===== src/rtl/bcd_pkg.sv =====
`default_nettype none
// ============================================================================
//  Module      : bcd_pkg
//  Description : Shared definitions for the BCD converter scheduler: the
//                converter FSM state encoding, the BCD digit width and the
//                double-dabble add-3 threshold/correction constants.
//  Revision    : 1.0 - initial release
// ============================================================================
package bcd_pkg;

    // Converter FSM states
    typedef enum logic [1:0] {
        ST_IDLE  = 2'd0,
        ST_SHIFT = 2'd1,
        ST_DONE  = 2'd2
    } state_t;

    // Width of one packed BCD digit
    localparam int C_DIGIT_W = 4;

    // A digit at or above this value overflows past 9 when doubled
    localparam logic [C_DIGIT_W-1:0] C_ADD3_THRESH = 4'd5;

    // Correction that makes the following doubling carry into the next digit
    localparam logic [C_DIGIT_W-1:0] C_ADD3_CORR = 4'd3;

endpackage : bcd_pkg
`default_nettype wire


===== src/rtl/bcd_dabble_step.sv =====
`default_nettype none
// ============================================================================
//  Module      : bcd_dabble_step
//  Description : Combinational double-dabble correction. Each BCD digit that
//                is >= 5 gets 3 added, so the subsequent left shift produces
//                a valid decimal carry.
//  Ports       : digits_raw - packed BCD digits before correction
//                digits_adj - packed BCD digits after correction
//  Revision    : 1.0 - initial release
// ============================================================================
module bcd_dabble_step
    import bcd_pkg::*;
#(
    parameter int DIGITS = 3
)
(
    input  logic [C_DIGIT_W*DIGITS-1:0] digits_raw,
    output logic [C_DIGIT_W*DIGITS-1:0] digits_adj
);

    for (genvar gi = 0; gi < DIGITS; gi++) begin : g_digit
        logic [C_DIGIT_W-1:0] w_digit;

        assign w_digit = digits_raw[gi*C_DIGIT_W +: C_DIGIT_W];
        assign digits_adj[gi*C_DIGIT_W +: C_DIGIT_W] =
            (w_digit >= C_ADD3_THRESH) ? (w_digit + C_ADD3_CORR) : w_digit;
    end

endmodule : bcd_dabble_step
`default_nettype wire


===== src/rtl/bcd_conv_sched.sv =====
`default_nettype none
// ============================================================================
//  Module      : bcd_conv_sched
//  Description : One iterative double-dabble binary-to-BCD converter shared
//                by two requesters (0: live temperature, 1: peak-hold) under
//                round-robin arbitration. One value converts in BIN_W+1
//                cycles; the result carries the source tag and is held until
//                the consumer accepts it.
//  Ports       : clk, reset             - clock, synchronous active-high reset
//                req0_valid/data/ready  - requester 0 handshake
//                req1_valid/data/ready  - requester 1 handshake
//                out_valid/out_ready    - result handshake
//                out_bcd                - packed BCD, digit 0 in [3:0]
//                out_tag                - requester that produced the result
//                out_neg                - sign of the converted value
//  Config      : BCD_SIGNED_EN - when defined, request data is two's
//                complement; the magnitude is converted and out_neg flags
//                negative inputs. When undefined out_neg is tied low.
//  Revision    : 1.0 - initial release
// ============================================================================
module bcd_conv_sched
    import bcd_pkg::*;
#(
    parameter int BIN_W  = 9,
    parameter int DIGITS = 3
)
(
    input  logic                      clk,
    input  logic                      reset,
    input  logic                      req0_valid,
    input  logic [BIN_W-1:0]          req0_data,
    output logic                      req0_ready,
    input  logic                      req1_valid,
    input  logic [BIN_W-1:0]          req1_data,
    output logic                      req1_ready,
    output logic                      out_valid,
    input  logic                      out_ready,
    output logic [C_DIGIT_W*DIGITS-1:0] out_bcd,
    output logic                      out_tag,
    output logic                      out_neg
);

    localparam int C_BCD_W = C_DIGIT_W * DIGITS;
    localparam int C_CNT_W = $clog2(BIN_W + 1);

    state_t               r_state;
    logic [BIN_W-1:0]     r_shreg;
    logic [C_BCD_W-1:0]   r_bcd;
    logic [C_CNT_W-1:0]   r_count;
    logic                 r_tag;
    logic                 r_last_grant;
    logic                 r_out_valid;

    logic                 w_grant0;
    logic                 w_grant1;
    logic                 w_accept;
    logic [BIN_W-1:0]     w_sel_data;
    logic [BIN_W-1:0]     w_load_mag;
    logic [C_BCD_W-1:0]   w_bcd_adj;

    // Sole valid requester wins; on contention the one not served last wins.
    assign w_grant0 = req0_valid && (!req1_valid || r_last_grant);
    assign w_grant1 = req1_valid && (!req0_valid || !r_last_grant);

    // Ready is only offered while idle and out of reset.
    assign req0_ready = !reset && (r_state == ST_IDLE) && w_grant0;
    assign req1_ready = !reset && (r_state == ST_IDLE) && w_grant1;
    assign w_accept   = req0_ready || req1_ready;

    assign w_sel_data = w_grant1 ? req1_data : req0_data;

`ifdef BCD_SIGNED_EN
    logic r_neg;
    logic w_load_neg;

    // The most-negative code negates to itself, which read unsigned is
    // exactly its magnitude, so no extra bit is needed.
    assign w_load_neg = w_sel_data[BIN_W-1];
    assign w_load_mag = w_load_neg ? (~w_sel_data + 1'b1) : w_sel_data;
    assign out_neg    = r_neg;

    always_ff @(posedge clk) begin
        if (reset) begin
            r_neg <= 1'b0;
        end else if (w_accept) begin
            r_neg <= w_load_neg;
        end
    end
`else
    assign w_load_mag = w_sel_data;
    assign out_neg    = 1'b0;
`endif

    bcd_dabble_step #(
        .DIGITS     (DIGITS)
    ) u_dabble_step (
        .digits_raw (r_bcd),
        .digits_adj (w_bcd_adj)
    );

    always_ff @(posedge clk) begin
        if (reset) begin
            r_state      <= ST_IDLE;
            r_shreg      <= '0;
            r_bcd        <= '0;
            r_count      <= '0;
            r_tag        <= 1'b0;
            r_last_grant <= 1'b1;
            r_out_valid  <= 1'b0;
        end else begin
            case (r_state)
                ST_IDLE: begin
                    if (w_accept) begin
                        r_shreg      <= w_load_mag;
                        r_bcd        <= '0;
                        r_count      <= C_CNT_W'(BIN_W);
                        r_tag        <= w_grant1;
                        r_last_grant <= w_grant1;
                        r_state      <= ST_SHIFT;
                    end
                end
                ST_SHIFT: begin
                    // Correct first, then shift the next binary MSB into digit 0.
                    {r_bcd, r_shreg} <= {w_bcd_adj, r_shreg} << 1;
                    r_count          <= r_count - 1'b1;
                    if (r_count == C_CNT_W'(1)) begin
                        r_state     <= ST_DONE;
                        r_out_valid <= 1'b1;
                    end
                end
                ST_DONE: begin
                    if (out_ready) begin
                        r_out_valid <= 1'b0;
                        r_state     <= ST_IDLE;
                    end
                end
                default: begin
                    r_state     <= ST_IDLE;
                    r_out_valid <= 1'b0;
                end
            endcase
        end
    end

    assign out_valid = r_out_valid;
    assign out_bcd   = r_bcd;
    assign out_tag   = r_tag;

endmodule : bcd_conv_sched
`default_nettype wire

===== config.mk =====
export PLATFORM = sky130hd
export DESIGN_NAME = bcd_conv_sched
export DESIGN_NICKNAME = d
export VERILOG_FILES = /design/src/rtl/bcd_pkg.sv /design/src/rtl/bcd_dabble_step.sv /design/src/rtl/bcd_conv_sched.sv
export SDC_FILE = /design/constraint.sdc
export NUM_CORES = 1
export LEC_CHECK = 0
export ABC_CLOCK_PERIOD_IN_PS = 2600
export BUFFER_PORTS_ARGS = -buffer_cell sky130_fd_sc_hd__buf_2
export CAP_MARGIN = 0
export CELL_PAD_IN_SITES_DETAIL_PLACEMENT = 1
export CELL_PAD_IN_SITES_GLOBAL_PLACEMENT = 1
export CORE_MARGIN = 2
export CORE_UTILIZATION = 43
export DETAILED_ROUTE_END_ITERATION = 12
export GPL_TIMING_DRIVEN = 0
export PLACE_DENSITY = 0.95
export REMOVE_ABC_BUFFERS = 1
export SYNTH_ARGS = -nofsm -noshare
export SYNTH_HDL_FRONTEND = slang
export SYNTH_SLANG_ARGS = --single-unit

===== constraint.sdc =====
create_clock -name clk -period 2.6 [get_ports clk]
set_clock_uncertainty 0.15 [all_clocks]
set_input_delay 0.13 -clock clk [delete_from_list [all_inputs] [get_ports clk]]
set_output_delay 0.13 -clock clk [all_outputs]
set_load 0.005 [all_outputs]

==> metrics, run 1 <==
largest net degree at the start of global routing 20; Hold Path Class in -> reg; number of global-route vias before repair 1671; Die Ht 68.12 um; DIE WIDTH 68.12 um; Post-synth EDFFs 0; Mapped Avg Cell Area 8.666 um2; cts repair resizes 0; clk sinks 30; worst hold stages 3; Critical Path Source Type register; FF+latch count, synth 30; switch share 0.3014; wire per inst 16.92 um; LEAKAGE 0.7599 nW; TritonCTS clock tree yes; routability cong. 0.7475; die area 4640 um2; initial DRC count 97; period utilization 0.7917; commonest non-fill, non-tap cell in the layout buf_2; Fin Setup TNS 0 ns; Synth cell types 44; Bufs on Longest Clock Path 2; CP Class reg -> out; data required time of the worst path 2.32 ns; yosys warns 0; IO Count 40; HPWL after DPL 3.526 mm; sequential share of power 0.465; Slew Limit Fails 0; Crit Path Max Fanout 16; fmax 0.4858 GHz; Cell Int Power 800.2 uW; cell count after synthesis 204; Worst Tran Pin Value 0.8253 ns; clock power share 0.343; post-route ant nets 0; Tmin final 2.058 ns; FILL cells 503; Worst path slowest cell or3_1; clock-pin transition on the worst setup and hold timing paths 0.06 ns; most used flip-flop cell after synthesis dfxtp_1; delay of the slowest critical-path stage 0.67 ns; Post-CTS Setup Inserts 0; Core Box Area 3971 um2; asr flop ratio synth 0; drt drc 0; layout cell share with drive strength beyond 1 0.2282; sw power 345.3 uW; # hold bufs at CTS 2; CP Capture Type primary output; CP arrival 1.78 ns; max_cap viols 0; status completed; final hold viol count 0; fin util 0.5211; routed vias/inst 5.814; first-pass GRT wire length 8.128 mm; # port buffers 38; routed via count 1692; H-tree levels 2; antenna cells 0; initial core utilization 0.4452; Area Overhead vs Synth 17.06%; NumNets Final 271; FF-to-FF path depth 3; initial antenna violation count 0; Worst-Skew Late Latency 0.28 ns; pwr/cell area 553.5 nW/um2; 1st-pass router iterations 4; final setup fails 0; sequential-to-total area share from yosys stat 0.3397; most frequent cells in the layout buf_2, dfxtp_1, o211ai_1; Slew HR 0.4474; Clk Tree Root Cell clkbuf_8; Total GRT Usage 0.2362; RSZ-0062 raised after global routing no; VDD IR max 0.2883 mV; Combinational Power Share 0.192; Routed WL 4.925 mm; overflow left after global routing 0; Syn Std Cell Area 1768 um2; # rows 23; Num CTS Buffers 5; CP Cell Sequence or3_1 -> nor2_1 -> buf_2
[critical path: cells and delay by family, from the launching register on]
kind / cells / cell delay (ns)
buffers and inverters: 1 / 0.13
flip-flops: 1 / 0.50
AND/OR/NAND/NOR: 2 / 0.86
[area by class of cell]
type                    instances  area (um2)  area share
flip-flops and latches         30       600.6      0.2902
clock inverters                 1       5.005    0.002418
multi-input cells             140        1015      0.4903
clock buffers                   7       86.33     0.04172
repair buffers                 41       217.7      0.1052
well taps                      50       62.56     0.03023
inverters                      22       82.58     0.03990
[registers in the layout (all words and copies together) (netlist names)]
signal / cells
out_bcd: 12
r_state: 2
r_shreg: 9
out_valid: 1
r_count: 4
out_tag: 1
r_last_grant: 1
[kinds of logic after synthesis]
| logic type | synth area share |
|---|---|
| AO/OA/AOI/OAI | 0.2958 |
| XOR/XNOR | 0.009910 |
| adder cells (fa/ha/maj) | 0.05662 |
| buffers and inverters | 0.08634 |
| flip-flops | 0.3397 |
| multiplexers | 0.02265 |
| other | 0.002121 |
| AND/OR/NAND/NOR | 0.1868 |
[cells in the mapped netlist, types with 4 or more instances]
master,instances,area share
inv_1,21,0.045
o2111ai_1,9,0.045
nor3_1,14,0.040
or3_1,4,0.014
mux2i_1,4,0.023
nand3_1,8,0.023
o32ai_1,9,0.045
nor2_1,7,0.015
dfxtp_1,30,0.34
buf_2,5,0.014
nor2b_1,5,0.018
nand2_1,9,0.019
o211ai_1,23,0.098
ha_1,8,0.057
[power by group through the flow]
stage	combinational (mW)	clock (mW)	sequential (mW)
after CTS	0.219	0.400	0.532
after global placement	0.204	0	0.538
after global routing	0.250	0.423	0.538
after floorplan	0.142	0	0.532
final	0.220	0.393	0.533
after detailed placement	0.215	0	0.542
[layer usage]
layer  vias to the layer above  track usage  wire [um]
met2                        37       0.3981       2479
met4                         0      0.06000         46
li1                        840            -          -
met1                       809       0.3034       2191
met3                         6      0.05428        206
met5                         -            0          0
[through the flow]
step | hold slack [ns] | total power, mW | setup slack (ns) | cell area (um2) | cells
2_1_floorplan | 0.04907 | 0.6735 | 0.7524 | 1698 | 192
3_3_place_gp | 0.2374 | 0.7420 | 0.2433 | 1951 | 280
3_5_place_dp | 0.2430 | 0.7569 | 0.1767 | 1951 | 280
4_1_cts | 0.0006300 | 1.151 | 0.1445 | 2062 | 290
5_1_grt | 0.01388 | 1.211 | 0.4425 | 2069 | 291
6_report | 0.001826 | 1.145 | 0.5416 | 2069 | 291
[worst paths after layout]
kind | slack, ns | to | from
worst max-delay path | 0.54 | req1_ready | r_state[1]$_SDFFE_PP0P_
worst min register to register | 0.32 | r_shreg[4]$_SDFFE_PP0P_ | r_shreg[4]$_SDFFE_PP0P_
worst max register to register | 0.60 | out_bcd[5]$_SDFFE_PP0P_ | r_state[0]$_SDFFE_PP0P_
worst min-delay path | 0.002 | r_shreg[2]$_SDFFE_PP0P_ | req0_data[2]
(Power assumes the default switching activity.)
==> run 2: changes to the inputs <==
ABC_CLOCK_PERIOD_IN_PS = 2000   (was 2600)
CORE_UTILIZATION = 40   (was 43)
PLACE_DENSITY = 0.91   (was 0.95)
clock period = 2 ns   (was 2.6 ns; I/O delays follow)
==> run 2 against run 1 <==
- sequential power is 30% higher
- routed wire length is 11% higher
- register-to-register slack worse by 0.50 ns
- sequential share of layout area is 1.2 points lower
- flip-flop and latch count stayed put
- non-clock buffer count is 4 higher
- die area is 7.0% higher
- critical path depth is 1 higher
- combinational power is 40% higher
- clock power is 58% higher
- utilization is 1.8 points lower
- critical endpoint is now r_shreg[2]$_SDFFE_PP0P_
==> metrics, run 2 (synthesized netlist as in run 1, its figures left out) <==
layout cell share with drive strength beyond 1 0.2408 (+0.01260); data required time of the worst path 2.02 ns (-0.30 ns); period utilization 0.9506; DIE WIDTH 70.48 um (+3.5%); routability cong. 0.7593 (+1.6%); Worst Tran Pin Value 0.6080 ns (-0.2174 ns); HPWL after DPL 3.478 mm (-1.4%); die area 4967 um2 (+7.0%); worst setup margin 0.09876 ns (-0.4428 ns); Combinational Power Share 0.191 (about the same); post-route ant nets 0 (unchanged); max_cap viols 0 (unchanged); first-pass GRT wire length 8.956 mm (+10%); Num CTS Buffers 5 (unchanged); Tmin final 1.901 ns; VDD IR max 0.3772 mV (+31%); LEAKAGE 0.7879 nW (+3.7%); TritonCTS clock tree yes; clock-pin transition on the worst setup and hold timing paths 0.07 ns (about the same); area occupied by registers 601.8 um2 (+0.21%); Cell Int Power 1.141 mW (+43%); clock power share 0.382 (+0.039); NumNets Final 275 (+1.5%); sequential share of power 0.427 (-0.038); CP delay by family, top buffers and inverters; switch share 0.2967 (-0.004700); largest net degree at the start of global routing 20 (unchanged); Critical Path Source Type register; Multi-input gate area 1040 um2 (+2.5%); Bufs on Longest Clock Path 2 (unchanged); worst hold slack 0.007561 ns (+0.005735 ns); dpl cell area 1953 um2 (+0.13%); Routed WL 5.452 mm (+11%); Hold Path Class in -> reg; final hold viol count 0 (unchanged); overflow left after global routing 0 (unchanged); Slew Limit Fails 0 (unchanged); clk sinks 30 (unchanged); pwr/cell area 750.7 nW/um2 (+36%); routed via count 1836 (+8.5%); Largest register FFs 12 (unchanged); Power Total 1.623 mW (+42%); Slew HR 0.5920 (+0.1446); Area Overhead vs Synth 22.29%; delay of the slowest critical-path stage 0.56 ns (-0.11 ns); wire per inst 18.36 um (+8.5%); FILL cells 529 (+5.2%); status completed; Worst path slowest cell dlygate4sd3_1; fmax 0.5260 GHz; CP Capture Type register; initial DRC count 78 (-20%); Crit Path Max Fanout 10 (-6); commonest non-fill, non-tap cell in the layout buf_2; CP Cell Sequence a21boi_4 -> mux2i_1 -> dlygate4sd3_1 -> o211ai_1; RSZ-0062 raised after global routing no; # port buffers 38 (unchanged); initial core utilization 0.4117 (-0.03347); Finished Cell Area 2162 um2 (+4.5%); H-tree levels 2 (unchanged); final setup fails 0 (unchanged); Worst-Skew Late Latency 0.29 ns (about the same); routed vias/inst 6.182 (+6.3%); sw power 481.6 uW (+39%); # rows 24 (+4.3%); initial antenna violation count 0 (unchanged); CP arrival 1.92 ns (+0.14 ns); worst path bufs/invs 1 (unchanged); fin util 0.5035 (-0.01761); Core Box Area 4294 um2 (+8.1%); IO Count 40 (unchanged); pre-CTS WS -0.4249 ns (-0.6017 ns); CP Class reg -> reg; Die Ht 70.48 um (+3.5%); drt drc 0 (unchanged); most frequent cells in the layout buf_2, dfxtp_1, o211ai_1; 1st-pass router iterations 4 (unchanged); number of global-route vias before repair 1859 (+11%); antenna cells 0 (unchanged); Total GRT Usage 0.2304 (-0.005872); Clk Tree Root Cell clkbuf_8
run 2: timing repair:
item / CTS / global route
setup buffers: 0 / 0
endpoints found under the setup margin: 16 / 17
gates cloned: 0 / 0
endpoints found under the hold margin: 5 / 0
hold buffers: 7 / 0
gates resized for setup: 1 / 6
run 2: worst paths after layout:
check	startpoint	slack, ns	end	cells after the start
setup / recovery	r_last_grant$_SDFFE_PP1P_	0.1	r_shreg[2]$_SDFFE_PP0P_	4
hold / removal	req1_data[8]	0.008	r_shreg[8]$_SDFFE_PP0P_	3
setup reg to reg	r_last_grant$_SDFFE_PP1P_	0.1	r_shreg[2]$_SDFFE_PP0P_	4
hold reg to reg	r_shreg[4]$_SDFFE_PP0P_	0.32	r_shreg[4]$_SDFFE_PP0P_	2
run 2: power by group through the flow:
stage | clock network [mW] | logic, mW | registers, mW
2_1_floorplan | 0 | 0.184 | 0.691
3_3_place_gp | 0 | 0.266 | 0.699
3_5_place_dp | 0 | 0.276 | 0.701
4_1_cts | 0.617 | 0.291 | 0.690
5_1_grt | 0.647 | 0.340 | 0.700
6_report | 0.620 | 0.309 | 0.694
run 2: per-stage QoR:
step / cells / setup TNS [ns]
floorplan: 192 / 0
global placement: 282 / -3.423
CTS: 297 / -0.04599
global route: 297 / 0
finish: 297 / 0
detailed placement: 282 / -4.286
run 2: tightest hold or removal path, stage by stage:
cell,delay (ns)
buf_2,0.08
mux2i_1,0.06
o211ai_1,0.18
run 2: final cells by class:
type,count,share of cell area
Clock buffer,5,0.03183
Clock inverter,3,0.01852
Inverter,22,0.03993
Multi-Input combinational cell,140,0.4809
Sequential cell,30,0.2784
Tap cell,52,0.03009
Timing Repair Buffer,45,0.1204
run 2: per-layer routing:
layer	vias up	GRT usage	part of all wire
met1	917	0.2746	0.43
met5	-	0	0
met4	0	0.1496	0.035
met3	18	0.04618	0.037
met2	56	0.3732	0.50
li1	845	-	-
